--- config.mk ---
export PLATFORM = sky130hd
export DESIGN_NAME = cache_controller
export DESIGN_NICKNAME = d
export VERILOG_FILES = /design/src/rtl/cache_controller_pkg.sv /design/src/rtl/cache_controller_timer.sv /design/src/rtl/cache_controller.sv
export SDC_FILE = /design/constraint.sdc
export NUM_CORES = 1
export LEC_CHECK = 0
export CAP_MARGIN = 30
export CORE_UTILIZATION = 45
export DETAILED_ROUTE_END_ITERATION = 10
export PLACE_DENSITY = 0.8
export SLEW_MARGIN = 20
export SYNTH_ARGS = -nofsm -noshare
export SYNTH_HDL_FRONTEND = slang
export SYNTH_HIERARCHICAL = 1
export SYNTH_SLANG_ARGS = --single-unit
--- constraint.sdc ---
create_clock -name clk -period 1.9 [get_ports clk]
set_input_delay 0.19 -clock clk [delete_from_list [all_inputs] [get_ports clk]]
set_output_delay 0.19 -clock clk [all_outputs]
set_load 0.05 [all_outputs]
--- src/rtl/cache_controller_pkg.sv ---
// Shared definitions for the cache controller: state encoding, default
// geometry/timeout and a saturating-increment helper for the statistics.
package cache_controller_pkg;

  localparam int DEF_ADDR_W  = 16;
  localparam int DEF_DATA_W  = 16;
  localparam int DEF_TIMEOUT = 255;
  localparam int TMR_W       = 8;

  typedef enum logic [2:0] {
    S_IDLE       = 3'd0,
    S_LOOKUP     = 3'd1,
    S_WAIT_HIT   = 3'd2,
    S_MEM_READ   = 3'd3,
    S_FILL       = 3'd4,
    S_WRITE_THRU = 3'd5
  } state_e;

  function automatic logic [15:0] sat_inc16(input logic [15:0] v);
    return (v == 16'hFFFF) ? v : v + 16'd1;
  endfunction

endpackage

--- src/rtl/cache_controller_timer.sv ---
// Memory wait timer: clears while not waiting, counts wait cycles without
// mem_ready, flags the cycle that is the limit-th wait cycle.
module cache_controller_timer
  import cache_controller_pkg::*;
(
  input  logic             clk,
  input  logic             rst,
  input  logic             clr,
  input  logic             en,
  input  logic [TMR_W-1:0] limit,
  output logic             expired
);

  logic [TMR_W-1:0] count_q, count_d;

  // clear has priority; saturate instead of wrapping
  always_comb begin
    count_d = count_q;
    if (clr)
      count_d = '0;
    else if (en && count_q != '1)
      count_d = count_q + 1'b1;
  end

  // counter register
  always_ff @(posedge clk) begin
    if (rst) count_q <= '0;
    else     count_q <= count_d;
  end

  // count starts at 0 on the first wait cycle, so limit-1 marks the limit-th one
  assign expired = (count_q == limit - 1'b1);

endmodule

--- src/rtl/cache_controller.sv ---
// Cache/memory sequencer for one CPU data port: read lookup with miss fill,
// write-through writes, memory timeout abort.
// Optional: define CACHE_CTRL_STATS_EN for hit/miss/timeout counters.
module cache_controller
  import cache_controller_pkg::*;
#(
  parameter int ADDR_W  = DEF_ADDR_W,
  parameter int DATA_W  = DEF_DATA_W,
  parameter int TIMEOUT = DEF_TIMEOUT
) (
  input  logic              clk,
  input  logic              rst,
  input  logic              cpu_req,
  input  logic              cpu_we,
  input  logic [ADDR_W-1:0] cpu_addr,
  input  logic [DATA_W-1:0] cpu_wdata,
  output logic [DATA_W-1:0] cpu_rdata,
  output logic              cpu_done,
  output logic              cpu_err,
  output logic              cpu_stall,
  output logic [ADDR_W-1:0] cache_address,
  output logic [DATA_W-1:0] cache_wdata,
  output logic              cache_wcmd,
  input  logic [DATA_W-1:0] cache_rdata,
  input  logic              cache_hit,
  output logic [ADDR_W-1:0] mem_addr,
  output logic [DATA_W-1:0] mem_wdata,
  output logic              mem_rd,
  output logic              mem_wr,
  input  logic [DATA_W-1:0] mem_rdata,
  input  logic              mem_ready
`ifdef CACHE_CTRL_STATS_EN
  ,
  output logic [15:0]       stat_hits,
  output logic [15:0]       stat_misses,
  output logic [15:0]       stat_timeouts
`endif
);

  state_e            state_q, state_d;
  logic [ADDR_W-1:0] addr_q, addr_d;
  logic [DATA_W-1:0] wdata_q, wdata_d;
  logic [DATA_W-1:0] fill_q, fill_d;
  logic [DATA_W-1:0] rdata_q, rdata_d;
  logic              done_q, done_d;
  logic              err_q, err_d;
  logic              accept;
  logic              tmr_clr, tmr_en, tmr_expired;

  // no re-accept while the previous retire is still pulsing
  assign accept = (state_q == S_IDLE) && cpu_req && !done_q && !rst;

  assign tmr_clr = !(state_q == S_MEM_READ || state_q == S_WRITE_THRU);
  assign tmr_en  = !tmr_clr && !mem_ready;

  cache_controller_timer u_timer (
    .clk     (clk),
    .rst     (rst),
    .clr     (tmr_clr),
    .en      (tmr_en),
    .limit   (TMR_W'(TIMEOUT)),
    .expired (tmr_expired)
  );

  // state and datapath registers
  always_ff @(posedge clk) begin
    if (rst) begin
      state_q <= S_IDLE;
      addr_q  <= '0;
      wdata_q <= '0;
      fill_q  <= '0;
      rdata_q <= '0;
      done_q  <= 1'b0;
      err_q   <= 1'b0;
    end else begin
      state_q <= state_d;
      addr_q  <= addr_d;
      wdata_q <= wdata_d;
      fill_q  <= fill_d;
      rdata_q <= rdata_d;
      done_q  <= done_d;
      err_q   <= err_d;
    end
  end

  // next state; done/err are decided here and appear one cycle later
  always_comb begin
    state_d = state_q;
    addr_d  = addr_q;
    wdata_d = wdata_q;
    fill_d  = fill_q;
    rdata_d = rdata_q;
    done_d  = 1'b0;
    err_d   = 1'b0;
    case (state_q)
      S_IDLE: if (accept) begin
        addr_d  = cpu_addr;
        wdata_d = cpu_wdata;
        state_d = cpu_we ? S_WRITE_THRU : S_LOOKUP;
      end
      S_LOOKUP: state_d = S_WAIT_HIT;
      S_WAIT_HIT: if (cache_hit) begin
        rdata_d = cache_rdata;
        done_d  = 1'b1;
        state_d = S_IDLE;
      end else begin
        state_d = S_MEM_READ;
      end
      // mem_ready beats the timeout when both land in the same cycle
      S_MEM_READ: if (mem_ready) begin
        fill_d  = mem_rdata;
        state_d = S_FILL;
      end else if (tmr_expired) begin
        done_d  = 1'b1;
        err_d   = 1'b1;
        state_d = S_IDLE;
      end
      S_FILL: begin
        rdata_d = fill_q;
        done_d  = 1'b1;
        state_d = S_IDLE;
      end
      S_WRITE_THRU: if (mem_ready) begin
        done_d  = 1'b1;
        state_d = S_IDLE;
      end else if (tmr_expired) begin
        done_d  = 1'b1;
        err_d   = 1'b1;
        state_d = S_IDLE;
      end
      default: state_d = S_IDLE;
    endcase
  end

  // cache/memory strobes; the cache write of a store happens in the accept cycle
  always_comb begin
    cache_address = '0;
    cache_wdata   = '0;
    cache_wcmd    = 1'b0;
    mem_addr      = '0;
    mem_wdata     = '0;
    mem_rd        = 1'b0;
    mem_wr        = 1'b0;
    case (state_q)
      S_IDLE: if (accept) begin
        cache_address = cpu_addr;
        if (cpu_we) begin
          cache_wcmd  = 1'b1;
          cache_wdata = cpu_wdata;
        end
      end
      S_LOOKUP, S_WAIT_HIT: cache_address = addr_q;
      S_MEM_READ: begin
        cache_address = addr_q;
        mem_rd        = 1'b1;
        mem_addr      = addr_q;
      end
      S_FILL: begin
        cache_address = addr_q;
        cache_wcmd    = 1'b1;
        cache_wdata   = fill_q;
      end
      S_WRITE_THRU: begin
        cache_address = addr_q;
        mem_wr        = 1'b1;
        mem_addr      = addr_q;
        mem_wdata     = wdata_q;
      end
      default: ;
    endcase
    // quiet bus while reset is held, even if the old state was mid-access
    if (rst) begin
      cache_address = '0;
      cache_wdata   = '0;
      cache_wcmd    = 1'b0;
      mem_addr      = '0;
      mem_wdata     = '0;
      mem_rd        = 1'b0;
      mem_wr        = 1'b0;
    end
  end

  assign cpu_rdata = rdata_q;
  assign cpu_done  = done_q;
  assign cpu_err   = err_q;
  assign cpu_stall = !rst && (accept || state_q != S_IDLE || done_q);

`ifdef CACHE_CTRL_STATS_EN
  logic [15:0] hits_q, hits_d, misses_q, misses_d, tmo_q, tmo_d;

  // hit/miss counted when the lookup resolves, timeouts on abort
  always_comb begin
    hits_d   = hits_q;
    misses_d = misses_q;
    tmo_d    = tmo_q;
    if (state_q == S_WAIT_HIT) begin
      if (cache_hit) hits_d   = sat_inc16(hits_q);
      else           misses_d = sat_inc16(misses_q);
    end
    if (err_d) tmo_d = sat_inc16(tmo_q);
  end

  // statistics registers
  always_ff @(posedge clk) begin
    if (rst) begin
      hits_q   <= '0;
      misses_q <= '0;
      tmo_q    <= '0;
    end else begin
      hits_q   <= hits_d;
      misses_q <= misses_d;
      tmo_q    <= tmo_d;
    end
  end

  assign stat_hits     = hits_q;
  assign stat_misses   = misses_q;
  assign stat_timeouts = tmo_q;
`endif

endmodule
==> impl_metrics.yaml <==
die:
  io_pins: 156
  die_x_um: 101
  num_rows: 35
  fp.dieArea_um2: 10200
  die_y_um: 101
  initial_core_util_pct: 46.9
  core_um2: 9370
power:
  ir_worst_vdd_mv: 0.484
  leakage_nw: 2.96
  power.share.sequential_pct: 34.4
  switching_power_share_of_the_total_pct: 39.7
  power.total_w: 0.00550
  cell_internal_pwr_w: 0.00331
  power.net_switching_w: 0.00219
  pwr-share-clk_pct: 22.7
  comb_power_share_pct: 43.0
  power.density_nw_per_um2: 724
timing:
  setup_repair_after_global_routing_missed_its_margin: "yes"
  worst_hold_slack_ns: 0.283
  final_min_period_over_clock_period_pct: 107
  max_slew.worst_pin.slew_ns: 0.649
  finalSetupTns_ns: -4.44
  timing.max_slew.rel_slack_pct: 56.7
  slew_viol_final: 0
  fin_ws_ns: -0.126
  finClkSkew_ns: 0.00989
  min_period_ns: 2.03
  hold_viol: 0
  report.final.setup_viol: 50
  max_clock_freq_mhz: 494
synthesis:
  yosysWarningCount: 6
  synth.cell_area_um2: 4400
  postSynthAreaPerCell_um2: 8.22
  postSynth.topFlopCell: "sky130_fd_sc_hd__dfxtp_1"
  synthMuxAreaShare_pct: 7.74
  synth-simple-area-share_pct: 31.1
  synth_adder_area_share_pct: 0.569
  ys_types: 58
  synth_top_family_by_area: "simple AND/OR/NAND/NOR gates"
  proportion_of_synthesized_chip_area_in_sequential_cells_pct: 35.0
  synth_cells: 535
  synthXorXnorAreaFrac_pct: 2.79
  synth_compound_area_share_pct: 15.3
  synth_enable_flop_cells: 0
  ys_ff_latch: 77
  async_reset_ff_share_pct: 0
clock_tree:
  tritoncts.num_buffers: 9
  holdBufCountCts: 0
  clockBufferDepth: 2
  ctsHtreeMaxLevel: 3
  clock-root-buffer: "sky130_fd_sc_hd__clkbuf_8"
  tritoncts: "yes"
  cts.reportedPaths.clkPinSlew_ns: 0.09
  worst_skew_pair.late_latency_ns: 0.37
  clock_sinks: 77
place:
  placed_cell_area_um2: 6890
  finalWeightedCongestion: 0.833
  detailedPlacementHpwl_um: 10500
  numPortBuffers: 155
detailed_routing:
  route.detailed.vias_per_inst: 5.70
  remaining_drc_errors: 0
  drt-total-wl_um: 17100
  drt_first_iter_violations: 303
  routed_wire_length_per_instance_um: 19.9
  dr.pass1.iters: 5
  ant_nets: 0
  vias: 4910
hold_path:
  timing.hold.worst_path_depth: 2
  worst_hold_path_type: "in2reg"
setup_path:
  rrSetupSlack_ns: 0
  crit_path_max_incr_delay_ns: 0.40
  critical_path_class: "reg2out"
  crit_fanout: 9
  path_cells: "buf_6 -> nor3_4 -> buf_6 -> nand3_1 -> a21oi_2 -> buf_12"
  crit_required_ns: 1.71
  crit_arrival_ns: 1.84
  crit_path_end_kind: "primary output"
  reg2regPathDepth: 8
  cp_slowest_cell: "sky130_fd_sc_hd__dfxtp_4"
  critPathMostFrequentCell: "sky130_fd_sc_hd__buf_6"
  critPathLaunchType: "register"
grt:
  gr-total-overflow: 0
  globalRouteTotalUtil_pct: 31.2
  grt_start_max_net_pins: 37
  antenna_found_initial: 0
  grt_pass1_vias: 4784
  grt_pass1_wl_um: 24400
final_layout:
  design_area_um2: 7600
  num-nets-final: 800
  antenna_diode_count: 0
  syn2layout_area_growth_pct: 72.7
  drive_above_1_share_pct: 31.5
run:
  max_capacitance_violation_count: 0
run_status:
  status: "finished, violations left"
  violations: "negative setup slack"
-- power groups by stage --
stage / clock network (W) / registers (W) / logic [W]
detailed placement: 0 / 0.00190 / 0.00199
CTS: 0.00124 / 0.00188 / 0.00223
finish: 0.00125 / 0.00189 / 0.00236
global route: 0.00131 / 0.00191 / 0.00247
floorplan: 0 / 0.00210 / 0.00108
global placement: 0 / 0.00189 / 0.00194
-- registers in the layout, summed over array words and instances, names as in the netlist --
signal	count
cpu_done	1
wdata_q	16
u_timer/count_q	8
cpu_err	1
state_q	3
addr_q	16
fill_q	16
cpu_rdata	16
-- cells in the mapped netlist, drive strengths merged (3+ instances only) --
cell type	n	area, um^2
a21oi	41	205
a22o	16	140
and2	32	200
and3	4	25.0
and4	3	26.3
buf	33	243
clkbuf	16	61.3
dfxtp	77	1540
inv	5	18.8
mux2i	34	340
nand2	119	447
nand3	19	95.1
nand4	6	37.5
nor2	13	48.8
nor2b	7	43.8
nor3	37	258
nor3b	3	33.8
o21ai	5	25.0
o22ai	17	169
xnor2	9	78.8
xor2	5	43.8
-- layout by cell type, fill, tap and decap left out, drive strengths merged, types with 2 or more instances in the layout --
master         count
ha                 2
xnor2              9
xor2               5
nand4              6
nor3b              3
inv               10
nor4               2
and3b              2
nor2b              7
and4               3
buf              110
o31ai              2
nor2              13
or3                3
or2                2
a21boi             2
nor3              37
a21oi             41
and2              32
and3               6
clkdlybuf4s50     86
nand3             19
a22o              16
nand2b             2
or3b               2
clkinvlp           2
o21ai              5
conb              31
clkbuf            10
o22ai             17
dfxtp             77
mux2i             34
nand2            119
-- metrics by stage --
stage	setup WS, ns	cells	utilization [%]
after detailed placement	-0.0143	828	73.5
after global routing	-0.187	862	81.1
after global placement	0.0509	828	73.5
after floorplan	-0.00204	565	-
after CTS	-0.106	859	79.3
final	-0.126	862	81.1
-- worst max-delay path: cells and delay by family, from the launching register on --
kind / cells / cell delay, ns
buffers and inverters: 3 / 0.50
AO/OA/AOI/OAI: 1 / 0.21
AND/OR/NAND/NOR: 2 / 0.35
flip-flops: 1 / 0.40
-- cell type report --
cell class | count | area, um^2
clock buffers | 9 | 124
clock inverters | 7 | 63.8
fillers | 542 | 1770
inverters | 5 | 18.8
multi-input cells | 437 | 3000
flip-flops and latches | 77 | 1550
well taps | 129 | 161
repair buffers | 198 | 2680
-- final timing paths --
kind          startpoint                 end
min reg2reg  wdata_q[12]         wdata_q[12]
max           state_q[2]    cache_address[9]
max reg2reg   state_q[1]  u_timer/count_q[3]
min                  rst            cpu_done
-- metal layers --
| layer | GRT usage [%] | vias to the layer above | part of all wire [%] |
|---|---|---|---|
| li1 | - | 2220 | - |
| met1 | 34.7 | 2339 | 36 |
| met2 | 55.8 | 281 | 51 |
| met3 | 7.42 | 70 | 7.9 |
| met4 | 15.1 | 0 | 4.6 |
| met5 | 0 | - | 0 |
-- cell families (layout without fill, tap and decap cells) --
group,count (synthesis),after routing
AOI/OAI and AO/OA,93,93
xor gates and xnor gates,14,14
adders and majority gates,2,2
buffers and inverters,54,219
DFF,77,77
muxes,34,34
other,1,31
and+or+nand+nor,260,263
-- timing repair --
item / CTS / global route
endpoints found under the setup margin: 68 / 74
buffers inserted: 10 / 1
gates resized for setup: 55 / 31
pin swaps: 12 / 24
cloned: 5 / 2
(Power assumes the default switching activity.)
